--- config.mk ---
export PLATFORM = sky130hd
export DESIGN_NAME = uart_tx_ctrl
export DESIGN_NICKNAME = d
export VERILOG_FILES = /design/src/rtl/uart_tx_ctrl.sv
export SDC_FILE = /design/constraint.sdc
export NUM_CORES = 1
export LEC_CHECK = 0
export CORE_UTILIZATION = 48
export DETAILED_ROUTE_END_ITERATION = 12
export GPL_TIMING_DRIVEN = 0
export PLACE_DENSITY = 0.74
export SLEW_MARGIN = 40
export SYNTH_ARGS = -nofsm -noshare
export SYNTH_HDL_FRONTEND = slang
export SYNTH_SLANG_ARGS = --single-unit
export TNS_END_PERCENT = 100
--- constraint.sdc ---
create_clock -name clk -period 1.9 [get_ports clk]
set_clock_uncertainty 0.1 [all_clocks]
set_input_delay 0.57 -clock clk [delete_from_list [all_inputs] [get_ports clk]]
set_output_delay 0.57 -clock clk [all_outputs]
set_load 0.01 [all_outputs]
--- src/rtl/uart_tx_ctrl.sv ---
// UART transmit frame sequencer: start bit, LSB-first data, optional parity, stop phase.
// Bit timing is counted in s_tick pulses; the baud counter runs only while a frame is active.
module uart_tx_ctrl #(
  parameter int DBIT       = 8,
  parameter int OS_TICK    = 16,
  parameter int SB_TICK    = 16,
  parameter int PARITY_EN  = 0,
  parameter int PARITY_ODD = 0
) (
  input  logic            clk,
  input  logic            reset_n,
  input  logic            s_tick,
  input  logic            tx_start,
  input  logic [DBIT-1:0] tx_data,
  output logic            tx,
  output logic            tx_busy,
  output logic            tx_done_tick,
  output logic            baud_en
);

  localparam int TMAX = (OS_TICK > SB_TICK) ? OS_TICK : SB_TICK;
  localparam int TW   = $clog2(TMAX);
  localparam int BW   = $clog2(DBIT);

  localparam logic [TW-1:0] OS_LAST  = TW'(OS_TICK - 1);
  localparam logic [TW-1:0] SB_LAST  = TW'(SB_TICK - 1);
  localparam logic [BW-1:0] BIT_LAST = BW'(DBIT - 1);

  typedef enum logic [2:0] {
    IDLE,
    START,
    DATA,
    PARITY,
    STOP
  } state_t;

  state_t          state;
  logic [TW-1:0]   tick_cnt;
  logic [BW-1:0]   bit_cnt;
  logic [DBIT-1:0] shift;
  logic            parity_bit;

  // tx is assigned from the current state, so the line follows each state/bit change one clk later.
  always_ff @(posedge clk or negedge reset_n) begin
    if (!reset_n) begin
      state      <= IDLE;
      tick_cnt   <= '0;
      bit_cnt    <= '0;
      shift      <= '0;
      parity_bit <= 1'b0;
      tx         <= 1'b1;
      tx_busy    <= 1'b0;
    end else begin
      case (state)
        IDLE: begin
          tx <= 1'b1;
          if (tx_start) begin
            shift      <= tx_data;
            parity_bit <= (^tx_data) ^ 1'(PARITY_ODD);
            tick_cnt   <= '0;
            tx_busy    <= 1'b1;
            state      <= START;
          end
        end
        START: begin
          tx <= 1'b0;
          if (s_tick) begin
            if (tick_cnt == OS_LAST) begin
              tick_cnt <= '0;
              bit_cnt  <= '0;
              state    <= DATA;
            end else begin
              tick_cnt <= tick_cnt + 1'b1;
            end
          end
        end
        DATA: begin
          tx <= shift[0];
          if (s_tick) begin
            if (tick_cnt == OS_LAST) begin
              tick_cnt <= '0;
              shift    <= shift >> 1;
              // The bit counter holds at its terminal value rather than wrapping.
              if (bit_cnt == BIT_LAST) begin
                state <= (PARITY_EN != 0) ? PARITY : STOP;
              end else begin
                bit_cnt <= bit_cnt + 1'b1;
              end
            end else begin
              tick_cnt <= tick_cnt + 1'b1;
            end
          end
        end
        PARITY: begin
          tx <= parity_bit;
          if (s_tick) begin
            if (tick_cnt == OS_LAST) begin
              tick_cnt <= '0;
              state    <= STOP;
            end else begin
              tick_cnt <= tick_cnt + 1'b1;
            end
          end
        end
        STOP: begin
          tx <= 1'b1;
          if (s_tick) begin
            if (tick_cnt == SB_LAST) begin
              tick_cnt <= '0;
              tx_busy  <= 1'b0;
              state    <= IDLE;
            end else begin
              tick_cnt <= tick_cnt + 1'b1;
            end
          end
        end
        default: begin
          tx      <= 1'b1;
          tx_busy <= 1'b0;
          state   <= IDLE;
        end
      endcase
    end
  end

  // The done pulse marks the final stop tick itself, while the state is still STOP.
  assign tx_done_tick = (state == STOP) && s_tick && (tick_cnt == SB_LAST);
  assign baud_en      = tx_busy;

endmodule

After elaboration in Yosys (flattened, before gate mapping) --
Index checks and enable logic that the tools add are counted.
Storage, ports and cells: flip-flop bits (word level) 21, input bits 12, output and inout bits 4, logic and storage cells 71
Cells by class: add/subtract/negate cells 2, equality and inequality tests 18, mux-type cells 28, bitwise gates (word level) 1, reduce and logical (&&, ||, !) cells 15
Operator list (count):
- 2-to-1 mux 3 bit | 13
- 2-to-1 mux 8 bit | 3
- != test 2 bit (second input constant) | 11
- one-hot mux 8 bit (2 select lines) | 1
- one-hot mux 3 bit (5 select lines) | 1
- 2-to-1 mux 4 bit | 3
- AND reduction 10 bit | 1
- one-hot mux 4 bit (2 select lines) | 1
- AND reduction 4 bit | 2
- XOR reduction 8 bit | 1
- == test 3 x 2 -> 1 bit (second input constant) | 2
- == test 3 bit (second input constant) | 2
- one-hot mux 1 bit (3 select lines) | 2
- one-hot mux 3 bit (2 select lines) | 1
- AND reduction 6 bit | 1
- nonzero test 2 bit | 3
- adder 4 x 1 -> 4 bit (second input constant) | 1
- == test 4 bit (second input constant) | 1
- OR reduction 4 bit | 1
- adder 3 x 1 -> 3 bit (second input constant) | 1
- == test 3 x 1 -> 1 bit (second input constant) | 1
- zero test 3 bit | 1
- 2-to-1 mux 1 bit | 3
- AND reduction 3 bit | 1
- other kinds (5) | 6

Longest topological paths before layout --
depth after elaboration 5, depth in mapped cells 6, gate-level depth less buffers 6

Least setup slack after synthesis --
No wires, ideal clock.
path kind input to register, from input port tx_start, to register shift[0], library setup time 0.125 ns, arrival 1.725 ns, data required time 1.675 ns, path slack -0.050 ns, stages 5, buffers on the path 1, path through or3b_2 nor2_4 o22a_1 buf_6 mux2_4
On the way: word-level cells in the longest chain between the ends 2
RTL lines:
- start: declaration | RTL line 13 | input logic tx_start,
- != test 2 bit (no line)
- AND reduction 4 bit (no line)
- end signal: assignment | RTL line 58 | shift <= tx_data;
- end signal: assignment | RTL line 82 | shift <= shift >> 1;
- end: declaration | RTL line 40 | logic [DBIT-1:0] shift;
Every way passes these cells. A chain may end at the register's enable or synchronous reset.

Worst setup path in the final report --
from register state[2], to output port tx_done_tick
On the way: word-level cells in the longest chain between the ends 3
RTL lines:
- start: declaration | RTL line 37 | state_t state;
- start signal: assignment | RTL line 85 | state <= (PARITY_EN != 0) ? PARITY : STOP;
- == test 3 bit | RTL line 127 | assign tx_done_tick = (state == STOP) && s_tick && (tick_cnt == SB_LAST);
- logical AND 1 bit (2 in series) | RTL line 127
- end: declaration | RTL line 17 | output logic tx_done_tick,
Every way passes these cells.

==> impl_metrics.toml <==
[grt]
grt_use_total_pct = 20.3
grt_pass1_vias = 870
antenna_found_initial = 0
grt_pass1_wl_um = 3930
grt_max_degree = 22
grt_overflow = 0

[route]
drc = 0
wirelength_um = 2420
antenna_left = 0
vias = 922
via_per_inst = 5.30
drt_iter0_drc = 20
wl_per_cell_um = 13.9
first_pass_iters = 5

[clock_tree]
cts_inserted_buffers = 3
cts-root-buf = "clkbuf_4"
tritoncts = "done"
cts_max_path_buffers = 2
cts_max_level = 1
clk_pin_slew_ns = 0.12
hold_buffers = 0
clkLatencyLatePin_ns = 0.30
cts_num_sinks = 21

[yosys]
avgSynthCellArea_um2 = 10.6
yosysTopAreaCell = "dfrtp_1"
synth_warnings = 0
synth_top_flop_cell = "dfrtp_1"
synth_area_leaders = "dfrtp_1 (41%), mux2_4 (8.7%), mux2_2 (7.4%)"
syn-cell-area_um2 = 1210
async_reset_ff_share_pct = 100
synth_edf_count = 0
synthCells = 115
seq_area_frac_synth_pct = 43.4
syn-num-nets = 130
synthMostInstantiatedCell = "dfrtp_1"
synth.distinct_cells = 32
yosys-top-cells-count = "dfrtp_1 (20), nand2_1 (12), mux2_2 (8), xnor2_1 (8), mux2_4 (7)"
ys_seq_elements = 21
yosys.area.top_type_share_pct = 41.2

[sta]
max_freq_mhz = 489
final_max_slew_viol_count = 0
hold_violations = 0
period_share_pct = 108
fin_crit_ns = 2.05
relSlewSlack_pct = 68.6
rsz0062_at_grt = "yes"
finalWorstSetupSlack_ns = -0.146
finalSetupViolations = 1
worst-slew-pin-transition_ns = 0.471
hold_ws_ns = 0.0958

[power]
power_density_nw_per_um2 = 1030
total_power_uw = 1610
peakVddDrop_v = 0.000856
p_leak_uw = 0.000681

[setup_path]
crit_slowest_cell = "dfrtp_1"
critPathCaptureType = "primary output"
critPathLaunchType = "register"
max_stage_delay_ns = 0.49
crit_type = "reg2out"
cp.arrival_ns = 1.38
path_cells = "clkbuf_4 -> nand2_1 -> nor2_1 -> buf_2"
regToRegSetupSlack_ns = 0.01
reg2reg_depth = 6
cp_max_fo = 10
cp.required_ns = 1.23

[outcome]
violations = "negative setup slack"
status = "finished, violations left"

[final_layout]
nFillCells = 177
antennaDiodeCount = 0
stdcell_count = 174
nets = 162
final_util_pct = 68.0
drive_above_1_share_pct = 35.6
area_growth_pct = 28.5

[place]
dp.cells = 158
portBuffers = 15
dp.final_hpwl_um = 1590
gp_congestion = 0.790
place_ws_ns = -0.773

[min_path]
min-delay-path-class = "in2async"

[die]
die_w_um = 52.3
core_um2 = 2300
initial_core_util_pct = 52.9
die_area_um2 = 2740
ios = 16
num_rows = 17
fp.dieH_um = 52.3

[run]
drv_cap = 0
[per-layer routing]
layer  up-vias  GRT usage, %  wire (µm)
li1        456             -          -
met1       448          26.8       1160
met2        16          32.9       1180
met3         2          3.48         62
met4         0          7.89         16
met5         -             0          0
[layout make-up]
cell class	instances	area, µm²	share of cell area, %
buffer	6	50.0	3.21
clock inverter	1	5.00	0.321
clock buffer	3	22.5	1.44
multi-input combinational	82	676	43.3
timing repair buffer	27	224	14.3
inverter	6	22.5	1.44
tap	28	35.0	2.24
sequential	21	527	33.7
[cell families after synthesis]
kind of cell	count (synthesis)	share of synthesized area, %
AOI/OAI and AO/OA	18	8.45
xor gates and xnor gates	8	5.77
adders and majority gates	3	3.09
buffers and inverters	12	5.66
DFF	21	43.4
muxes	19	19.4
and+or+nand+nor	34	14.3
[where the power goes]
group | switching (µW) | internal [µW]
Clock | 142 | 78.6
Sequential | 104 | 626
Combinational | 278 | 376
[path summary, 6_finish.rpt]
path / startpoint / to
setup / recovery: state[2] / tx_done_tick
hold / removal: reset_n / state[1]
setup reg to reg: state[1] / shift[4]
hold reg to reg: shift[1] / shift[1]
max in group asynchronous: reset_n / tx
min in group clk: shift[1] / shift[1]
[state kept, by name (all words and copies together), names as in the netlist]
register / flops
parity_bit: 1
state: 3
baud_en: 1
tick_cnt: 4
tx: 1
shift: 8
bit_cnt: 3
[metrics by stage]
stage	instance area, µm²	TNS, ns
2_1_floorplan	1220	0
3_3_place_gp	1400	-7.11
3_5_place_dp	1400	-7.21
4_1_cts	1520	-0.607
5_1_grt	1560	-0.865
6_report	1560	-0.146
[cells in the final DEF, fill, tap and decap left out, drive strengths merged, types with 6 or more instances in the layout]
master          n
xnor2           8
inv             6
clkdlybuf4s50   8
dfrtp          20
o21ai           6
nor2            7
nand2          12
a21oi           6
mux2           15
buf            19
[critical path, delay by kind of cell (launching register included)]
kind / cells / cell delay [ns]
flops: 1 / 0.49
buf+inv: 2 / 0.41
simple gates: 2 / 0.16
[timing repair]
| item | 4_1_cts | 5_1_grt |
|---|---|---|
| setup endpoints to repair | 15 | 10 |
| pin swaps | 5 | 2 |
| buffers inserted | 9 | 3 |
| gates resized for setup | 18 | 6 |
Note: power is estimated with default switching activity, not from simulation.
